## config.mk

```make
export PLATFORM = sky130hd
export DESIGN_NAME = fetch_unit
export DESIGN_NICKNAME = d
export VERILOG_FILES = /design/src/rtl/fetch_unit_pkg.sv /design/src/rtl/fetch_fifo.sv /design/src/rtl/fetch_unit.sv
export SDC_FILE = /design/constraint.sdc
export NUM_CORES = 1
export LEC_CHECK = 0
export BUFFER_PORTS_ARGS = -buffer_cell sky130_fd_sc_hd__buf_2
export CORE_UTILIZATION = 50
export CTS_BUF_LIST = sky130_fd_sc_hd__clkbuf_8
export DETAILED_ROUTE_END_ITERATION = 8
export GPL_ROUTABILITY_DRIVEN = 1
export GPL_TIMING_DRIVEN = 0
export MAX_ROUTING_LAYER = met4
export PLACE_DENSITY_LB_ADDON = 0.08
export SLEW_MARGIN = 40
export SYNTH_ARGS = -nofsm -noshare
export SYNTH_HDL_FRONTEND = slang
export SYNTH_SLANG_ARGS = --single-unit
```

## constraint.sdc

```tcl
create_clock -name clk -period 6.7 [get_ports clk]
set_input_delay 2.01 -clock clk [delete_from_list [all_inputs] [get_ports clk]]
set_output_delay 2.01 -clock clk [all_outputs]
set_load 0.005 [all_outputs]
```

## src/rtl/fetch_unit_pkg.sv

```systemverilog
// Shared core configuration for the instruction fetch stage: address map,
// ROM latency and the fetch FSM state type.
package fetch_unit_pkg;

    localparam int              XLEN          = 32;
    localparam int              IF_LATENCY    = 2;
    localparam int              IF_INC        = 4;
    localparam logic [XLEN-1:0] IF_BOOT_ADDR  = 32'h1000_0000;
    localparam logic [XLEN-1:0] IF_BASE_ADDR  = 32'h1000_0000;
    localparam logic [XLEN-1:0] IF_MAX_ADDR   = 32'h1000_3FFF;
    localparam int              IF_FIFO_DEPTH = 4;

    typedef enum logic [1:0] {
        BOOT  = 2'd0,
        RUN   = 2'd1,
        FAULT = 2'd2
    } fetch_state_t;

endpackage

```

## src/rtl/fetch_fifo.sv

```systemverilog
// Synchronous FIFO of {pc, instr} entries with flush, occupancy count and
// same-cycle push/pop.
module fetch_fifo #(
    parameter  int DEPTH = 4,
    parameter  int WIDTH = 64,
    localparam int CW    = $clog2(DEPTH + 1),
    localparam int AW    = (DEPTH > 1) ? $clog2(DEPTH) : 1
) (
    input  logic             clk,
    input  logic             rst_n,
    input  logic             flush_i,
    input  logic             push_i,
    input  logic [WIDTH-1:0] push_data_i,
    input  logic             pop_i,
    output logic [WIDTH-1:0] head_data_o,
    output logic [CW-1:0]    count_o,
    output logic             empty_o
);

    logic [WIDTH-1:0] mem_q [DEPTH];
    logic [AW-1:0]    rd_ptr_q, rd_ptr_d;
    logic [AW-1:0]    wr_ptr_q, wr_ptr_d;
    logic [CW-1:0]    count_q, count_d;
    logic             full;
    logic             do_push;
    logic             do_pop;

    function automatic logic [AW-1:0] ptr_inc(input logic [AW-1:0] p);
        return (p == AW'(DEPTH - 1)) ? '0 : p + AW'(1);
    endfunction

    assign full    = (count_q == CW'(DEPTH));
    assign empty_o = (count_q == '0);
    assign do_pop  = pop_i && !empty_o;
    assign do_push = push_i && (!full || do_pop);

    always_comb begin
        rd_ptr_d = rd_ptr_q;
        wr_ptr_d = wr_ptr_q;
        count_d  = count_q;
        if (flush_i) begin
            rd_ptr_d = '0;
            wr_ptr_d = '0;
            count_d  = '0;
        end else begin
            if (do_pop)  rd_ptr_d = ptr_inc(rd_ptr_q);
            if (do_push) wr_ptr_d = ptr_inc(wr_ptr_q);
            count_d = count_q + CW'(do_push) - CW'(do_pop);
        end
    end

    always_ff @(posedge clk) begin
        if (!rst_n) begin
            rd_ptr_q <= '0;
            wr_ptr_q <= '0;
            count_q  <= '0;
        end else begin
            rd_ptr_q <= rd_ptr_d;
            wr_ptr_q <= wr_ptr_d;
            count_q  <= count_d;
        end
    end

    always_ff @(posedge clk) begin
        if (do_push && !flush_i) mem_q[wr_ptr_q] <= push_data_i;
    end

    assign head_data_o = mem_q[rd_ptr_q];
    assign count_o     = count_q;

    // The upstream issue throttle must make this impossible.
    a_no_overflow: assert property (@(posedge clk) disable iff (!rst_n)
        !(push_i && !flush_i && full && !do_pop));

endmodule

```

## src/rtl/fetch_unit.sv

```systemverilog
// RV32 instruction fetch: PC generation, fixed-latency ROM tracking and output
// buffering. FETCH_RANGE_CHECK_EN adds the FAULT state and fault outputs.
module fetch_unit #(
    parameter int              XLEN         = fetch_unit_pkg::XLEN,
    parameter int              IF_LATENCY   = fetch_unit_pkg::IF_LATENCY,
    parameter int              IF_INC       = fetch_unit_pkg::IF_INC,
    parameter logic [XLEN-1:0] IF_BOOT_ADDR = fetch_unit_pkg::IF_BOOT_ADDR,
    parameter logic [XLEN-1:0] IF_BASE_ADDR = fetch_unit_pkg::IF_BASE_ADDR,
    parameter logic [XLEN-1:0] IF_MAX_ADDR  = fetch_unit_pkg::IF_MAX_ADDR,
    parameter int              FIFO_DEPTH   = fetch_unit_pkg::IF_FIFO_DEPTH
) (
    input  logic            clk,
    input  logic            rst_n,
    output logic            rom_en,
    output logic [XLEN-1:0] rom_addr,
    input  logic [31:0]     rom_data,
    input  logic            redirect_valid,
    input  logic [XLEN-1:0] redirect_addr,
    output logic            valid_out,
    input  logic            ready_in,
    output logic [XLEN-1:0] pc_out,
    output logic [31:0]     instr_out,
    output logic            fetch_fault,
    output logic [XLEN-1:0] fault_addr
);
    import fetch_unit_pkg::*;

    localparam int CW = $clog2(FIFO_DEPTH + 1);

    fetch_state_t        state_q, state_d;
    logic [XLEN-1:0]     pc_q, pc_d, pc_inc;
    logic [IF_LATENCY-1:0] trk_vld_q, trk_vld_d;
    logic [XLEN-1:0]     trk_pc_q [IF_LATENCY];
    logic [CW-1:0]       fifo_count;
    logic [CW-1:0]       inflight_count;
    logic                fifo_empty;
    logic [XLEN+31:0]    fifo_head;
    logic                issue;
    logic                pop;

    always_comb begin
        inflight_count = '0;
        for (int i = 0; i < IF_LATENCY; i++) begin
            inflight_count = inflight_count + CW'(trk_vld_q[i]);
        end
    end

    // Conservative throttle: a pop in this same cycle is not credited.
    assign issue = (state_q == RUN) && !redirect_valid &&
                   (({1'b0, fifo_count} + {1'b0, inflight_count}) < (CW+1)'(FIFO_DEPTH));

    assign rom_en    = issue;
    assign rom_addr  = issue ? pc_q : '0;
    assign valid_out = !fifo_empty && !redirect_valid;
    assign pop       = valid_out && ready_in;
    assign pc_out    = valid_out ? fifo_head[XLEN+31:32] : '0;
    assign instr_out = valid_out ? fifo_head[31:0] : '0;

`ifdef FETCH_RANGE_CHECK_EN
    logic            fault_q, fault_d;
    logic [XLEN-1:0] fault_addr_q, fault_addr_d;

    function automatic logic addr_ok(input logic [XLEN-1:0] a);
        return (a >= IF_BASE_ADDR) && (a <= IF_MAX_ADDR - XLEN'(3)) && (a[1:0] == 2'b00);
    endfunction

    assign fetch_fault = fault_q;
    assign fault_addr  = fault_addr_q;
`else
    logic unused_redirect_lsbs;
    assign unused_redirect_lsbs = ^redirect_addr[1:0];
    assign fetch_fault = 1'b0;
    assign fault_addr  = '0;
`endif

    always_comb begin
        state_d = state_q;
        pc_d    = pc_q;
        pc_inc  = pc_q + XLEN'(IF_INC);
`ifdef FETCH_RANGE_CHECK_EN
        fault_d      = fault_q;
        fault_addr_d = fault_addr_q;
`endif
        case (state_q)
            BOOT: state_d = RUN;
            RUN: begin
                if (issue) begin
`ifdef FETCH_RANGE_CHECK_EN
                    pc_d = pc_inc;
                    if (!addr_ok(pc_inc)) begin
                        state_d      = FAULT;
                        fault_d      = 1'b1;
                        fault_addr_d = pc_inc;
                    end
`else
                    pc_d = ((pc_inc > IF_MAX_ADDR) || (pc_inc < IF_BASE_ADDR)) ? IF_BASE_ADDR : pc_inc;
`endif
                end
            end
            FAULT: ;
            default: state_d = BOOT;
        endcase
        if (redirect_valid) begin
            pc_d    = {redirect_addr[XLEN-1:2], 2'b00};
            state_d = RUN;
`ifdef FETCH_RANGE_CHECK_EN
            if (addr_ok(redirect_addr)) begin
                fault_d      = 1'b0;
                fault_addr_d = '0;
            end else begin
                state_d      = FAULT;
                fault_d      = 1'b1;
                fault_addr_d = redirect_addr;
            end
`endif
        end
    end

    // A redirect kills every in-flight slot so late ROM data is dropped.
    always_comb begin
        trk_vld_d = '0;
        if (!redirect_valid) begin
            trk_vld_d[0] = issue;
            for (int i = 1; i < IF_LATENCY; i++) begin
                trk_vld_d[i] = trk_vld_q[i-1];
            end
        end
    end

    always_ff @(posedge clk) begin
        if (!rst_n) begin
            state_q   <= BOOT;
            pc_q      <= IF_BOOT_ADDR;
            trk_vld_q <= '0;
`ifdef FETCH_RANGE_CHECK_EN
            fault_q      <= 1'b0;
            fault_addr_q <= '0;
`endif
        end else begin
            state_q   <= state_d;
            pc_q      <= pc_d;
            trk_vld_q <= trk_vld_d;
`ifdef FETCH_RANGE_CHECK_EN
            fault_q      <= fault_d;
            fault_addr_q <= fault_addr_d;
`endif
        end
    end

    always_ff @(posedge clk) begin
        trk_pc_q[0] <= pc_q;
        for (int i = 1; i < IF_LATENCY; i++) begin
            trk_pc_q[i] <= trk_pc_q[i-1];
        end
    end

    fetch_fifo #(
        .DEPTH (FIFO_DEPTH),
        .WIDTH (XLEN + 32)
    ) u_fifo (
        .clk         (clk),
        .rst_n       (rst_n),
        .flush_i     (redirect_valid),
        .push_i      (trk_vld_q[IF_LATENCY-1]),
        .push_data_i ({trk_pc_q[IF_LATENCY-1], rom_data}),
        .pop_i       (pop),
        .head_data_o (fifo_head),
        .count_o     (fifo_count),
        .empty_o     (fifo_empty)
    );

endmodule

```

# After elaboration in Yosys (flattened, before gate mapping)

Memories as Yosys holds them, arrays and structs flattened. A register that Yosys moved wholly into a read port is not among the register bits.
Cells that the tools add are included.

$add $sub $neg: 7
$mul: 0
Div/mod/pow operators: 0
Magnitude comparators: 3
Equal/unequal tests: 6
Shift-type cells: 0
Mux-type cells: 15
Bitwise logic cells: 1
Reduce and logical (&&, ||, !) cells: 20

Operator list:

| kind                  | number |
|---|---|
| $mux 32               | 7 |
| $add 32x3->32 const B | 1 |
| $gt 32x29->1 const B  | 1 |
| $lt 32x29->1 const B  | 1 |
| $mux 2                | 4 |
| $logic_and 1x1->1     | 7 |
| $eq 2x2->1 const B    | 3 |
| $add 2x1->2 const B   | 2 |
| $add 3x2->4           | 1 |
| $lt 4x3->1 const B    | 1 |
| $pmux 2 s2            | 1 |
| $reduce_and 2->1      | 2 |
| $reduce_bool 2->1     | 2 |
| $reduce_or 2->1       | 2 |
| $add 3x1->3           | 1 |
| $eq 3x3->1 const B    | 1 |
| $logic_not 1->1       | 3 |
| $logic_not 3->1       | 1 |
| $mux 1                | 3 |
| $sub 3x1->3           | 1 |
| $add 1x1->2           | 1 |
| $eq 2x1->1 const B    | 1 |
| $logic_not 2->1       | 1 |
| $logic_or 1x1->1      | 2 |
| other kinds (2)       | 2 |

Bits in registers: 43
Bits in latches: 0
Memory bits (writable): 320
Bits in read-only memories: 0
Input port bits: 68
Output and inout port bits: 131
Logic and storage cells: 62
Memories kept: 2

Memory list:

| name         | words | bits a word | read ports | clocked after Yosys merged registers in | write ports | RTL line         | text |
|---|---|---|---|---|---|---|---|
| u_fifo.mem_q | 4     | 64          | 1          | 1                                       | 1           | fetch_fifo.sv:20 | `logic [WIDTH-1:0] mem_q [DEPTH];` |
| trk_pc_q     | 2     | 32          | 2          | 0                                       | 2           | fetch_unit.sv:33 | `logic [XLEN-1:0] trk_pc_q [IF_LATENCY];` |

# Longest topological paths before layout

Depth after elaboration: 10
Depth in mapped cells: 11
Mapped depth without buffers: 11

# Hierarchy

Synthesis repeated with hierarchy kept, for this count alone.

Cell total of the unflattened synthesis: 883
Area total of the unflattened synthesis: 13,997.2 µm²

By module, submodules not included:

| module     | times used | cells each | area each (µm²) | seq. area each (µm²) |
|---|---|---|---|---|
| fetch_fifo | 1          | 382        | 9,679.3         | 7,867.5 |
| fetch_unit | 1          | 501        | 4,317.9         | 1,981.9 |

# Least setup slack after synthesis

No wires, ideal clock.

Path type: input to output
Start: in redirect_valid
End: out instr_out[0]
Data arrival time: 2.898 ns
Data required time: 4.690 ns
Setup slack: 1.792 ns
Stages: 5
Buffers on the path: 3
Cell sequence: clkbuf_1 > nor2_1 > clkbuf_1 > clkbuf_1 > and2_1

Longest elaborated chain between the ends: 3

Ends and longest elaborated chain:

| element            | RTL line         | text |
|---|---|---|
| start: declaration | fetch_unit.sv:17 | `input logic redirect_valid,` |
| $logic_not 1->1    | fetch_unit.sv:54 | `assign valid_out = !fifo_empty && !redirect_valid;` |
| $logic_and 1x1->1  | fetch_unit.sv:54 |  |
| $mux 32            | fetch_unit.sv:57 | `assign instr_out = valid_out ? fifo_head[31:0] : '0;` |
| end: declaration   | fetch_unit.sv:22 | `output logic [31:0] instr_out,` |

Every way passes these cells.

# Worst setup path after layout

Start: in redirect_valid
End: out pc_out[15]

Longest elaborated chain between the ends: 3

Ends and longest elaborated chain:

| element           | RTL line         | text |
|---|---|---|
| $logic_not 1->1   | fetch_unit.sv:54 |  |
| $logic_and 1x1->1 | fetch_unit.sv:54 |  |
| $mux 32           | fetch_unit.sv:56 | `assign pc_out = valid_out ? fifo_head[XLEN+31:32] : '0;` |
| end: declaration  | fetch_unit.sv:21 | `output logic [XLEN-1:0] pc_out,` |

Every way passes these cells.

==> metrics.yaml <==
clock_network:
  number_of_buffers_added_for_setup_after_cts: 0
  clock_sinks: 364
  clk-insertion-delay-late_ns: 0.56
  htree_num_levels: 2
  postCtsHoldBufs: 0
  clk_pin_slew_ns: 0.06
  number_of_buffers_on_the_longest_clock_path: 3
  tritoncts: "done"
  cts.repair.resized: 0
  ctsRootBufferMaster: "sky130_fd_sc_hd__clkbuf_8"
  cts_made_buffers: 56
floorplanning:
  die_y_extent_um: 168.7
  initial_util: 0.5124
  core_area_um2: 27100
  fp.dieArea_um2: 28440
  chipWidth_um: 168.7
  design.portCount: 199
  fp-row-count: 60
sta:
  min_period_over_period: 0.8859
  tightestPinTransition_ns: 0.6938
  final_period_minus_worst_setup_slack_ns: 5.935
  max_freq_mhz: 168.5
  rsz_0062_raised_after_global_routing: "false"
  relSlewSlack: 0.5375
  setup_total_negative_slack_ns: 0
  timing.clock.skew_ns: 0.01431
  setup_viol: 0
  finalHoldViolations: 0
  finalMaxSlewViolations: 0
  hold_slack_ns: 0.3188
layout:
  most_common_cell_after_layout_fill_and_taps_aside: "sky130_fd_sc_hd__edfxtp_1"
  layout.cells.most_common_list: "sky130_fd_sc_hd__edfxtp_1, sky130_fd_sc_hd__buf_2, sky130_fd_sc_hd__dfxtp_1, sky130_fd_sc_hd__and2_1, sky130_fd_sc_hd__mux4_2"
  antennaDiodeCount: 0
  nNetsFinal: 1198
  proportion_of_layout_cells_with_a_drive_suffix_above_1: 0.3052
  area_delta_synth_final_pct: 18.35
global_routing:
  track_usage: 0.1930
  grt_overflow: 0
  grt_antenna_before_repair: 0
  grt_first_pass_wirelength_um: 41110
  grt_pass1_vias: 7744
  grt_max_degree: 35
worst_hold_path:
  hold_path_startpoint: "trk_pc_q[0][5]"
  worst_hold_path_type: "flop to flop"
synthesis:
  ys_ff_latch: 364
  synth_cells: 860
  count_of_flip_flops_with_a_built_in_enable_after_synthesis: 256
  postSynth.asyncResetShare: 0
  synthesis.yosys.warnings: 0
  synth.avg_cell_area_um2: 16.15
  synth_cell_types: 48
  ys_dominant_reg_cell: "sky130_fd_sc_hd__edfxtp_1"
  yosysSeqAreaShare: 0.7093
  syn_area_um2: 13890
worst_setup_path:
  critical_path.max_fanout: 10
  timing.critical_path.cells: "clkbuf_1 -> nor2_1 -> clkbuf_1 -> clkbuf_1 -> and2_1 -> buf_2"
  max_stage_delay_ns: 0.48
  cp.required_ns: 4.69
  critPathKind: "input pin to primary output"
  cp-end-kind: "primary output"
  setup.worst_path.start: "redirect_valid"
  timing.critical_path.arrival_ns: 3.93
  critical_path.most_common_cell: "sky130_fd_sc_hd__clkbuf_1"
  reg2reg_slack_ns: 3.68
  launching_point_of_the_worst_reg2reg_path: "pc_q[3]"
  critical_path.startpoint_type: "input pin"
  worst_path_max_delay_cell: "sky130_fd_sc_hd__clkbuf_1"
route:
  route.vias.total: 7790
  vias_cell: 5.085
  wl_per_cell_um: 17.02
  count_of_antenna_violating_nets_left_after_detailed_routing: 0
  route.met3.wl_um: 1588
  detail_route.wirelength_um: 26080
  remaining_drc_errors: 0
  route.met2.wl_um: 12540
  routed.top_layer: "met4"
  detail_route.first_pass.iterations: 5
  met1Wirelength_um: 11610
  dr.first_iter.drc_count: 498
job:
  cap_viol_max_count: 0
power_and_ir_drop:
  power-per-cell-area_nw_per_um2: 256.5
  cellLeakagePower_nw: 6.372
  vdd_drop_max_uv: 157.6
  total_power_mw: 4.216
placed_design:
  hpwl_um: 16980
  gp_congestion: 0.8327
  buffer_ports.inserted: 162
status:
  result_of_the_run: "finished, final reports clean"
## worst max-delay path, delay by kind of cell
| family | cells | cell delay [ns] |
|---|---|---|
| simple gates | 2 | 0.65 |
| buf+inv | 4 | 1.25 |
## area by class of cell
| cell class | count | area, µm² |
|---|---|---|
| Multi-Input combinational cell | 428 | 3660 |
| Clock inverter | 37 | 147.6 |
| Clock buffer | 63 | 867.1 |
| Fill cell | 2109 | 10670 |
| Buffer | 78 | 431.7 |
| Inverter | 22 | 82.58 |
| Sequential cell | 364 | 9849 |
| Tap cell | 372 | 465.4 |
| Timing Repair Buffer | 168 | 930.9 |
## worst paths after layout
check | endpoint | cells after the start
max | pc_out[15] | 6
min | trk_pc_q[0][37] | 0
max reg2reg | pc_q[2] | 10
min reg2reg | trk_pc_q[0][37] | 0
## sequential cells by signal, summed over array words and instances (netlist names), named ones only
name,cells
trk_pc_q,64
u_fifo.count_o,3
u_fifo.rd_ptr_q,2
trk_vld_q,2
u_fifo.wr_ptr_q,2
state_q,1
pc_q,32
u_fifo.mem_q,256
## Yosys cell counts, types with 11 or more instances
master                     count  area (µm²)
sky130_fd_sc_hd__and3_1       45       281.5
sky130_fd_sc_hd__ha_1         11       137.6
sky130_fd_sc_hd__a31oi_1      13       81.33
sky130_fd_sc_hd__buf_4        33       247.7
sky130_fd_sc_hd__edfxtp_1    256        7687
sky130_fd_sc_hd__nand2_1      22       82.58
sky130_fd_sc_hd__and2_1       72       450.4
sky130_fd_sc_hd__nor2_1       36       135.1
sky130_fd_sc_hd__mux4_2       64        1441
sky130_fd_sc_hd__nor3b_1      19       142.6
sky130_fd_sc_hd__inv_1        22       82.58
sky130_fd_sc_hd__dfxtp_1     108        2162
sky130_fd_sc_hd__a21oi_1      24       120.1
sky130_fd_sc_hd__nand3_1      12       60.06
sky130_fd_sc_hd__clkbuf_1     35       131.4
## metal layers
layer,vias up,global-route usage
met2,259,0.3096
li1,3717,-
met5,-,-
met3,30,0.04092
met1,3784,0.2503
met4,0,0.05494
## power breakdown
group	internal (mW)	leakage (nW)	total, mW	switching (mW)
clock network	0.854	0.614	1.63	0.776
logic	0.0568	2.51	0.123	0.0663
registers	2.43	3.25	2.46	0.0297
## per-stage QoR
stage          cells    util  setup WS (ns)  area, µm²
2_1_floorplan    892       -          1.792      14010
3_3_place_gp    1426  0.5639         0.2425      15280
3_5_place_dp    1432  0.5690         0.6734      15420
4_1_cts         1532  0.6064         0.6648      16430
5_1_grt         1532  0.6064         0.5907      16430
6_report        1532  0.6064         0.7646      16430
## cell families after synthesis
family / count (synthesis) / synth area share
buffers and inverters: 100 / 0.03649
adder cells (fa/ha/maj): 12 / 0.01135
AND/OR/NAND/NOR: 240 / 0.1013
AO/OA/AOI/OAI: 66 / 0.02911
multiplexers: 66 / 0.1052
flip-flops: 364 / 0.7093
other: 1 / 0.0002701
XOR/XNOR: 11 / 0.006938
Note: power is estimated with default switching activity, not from simulation.
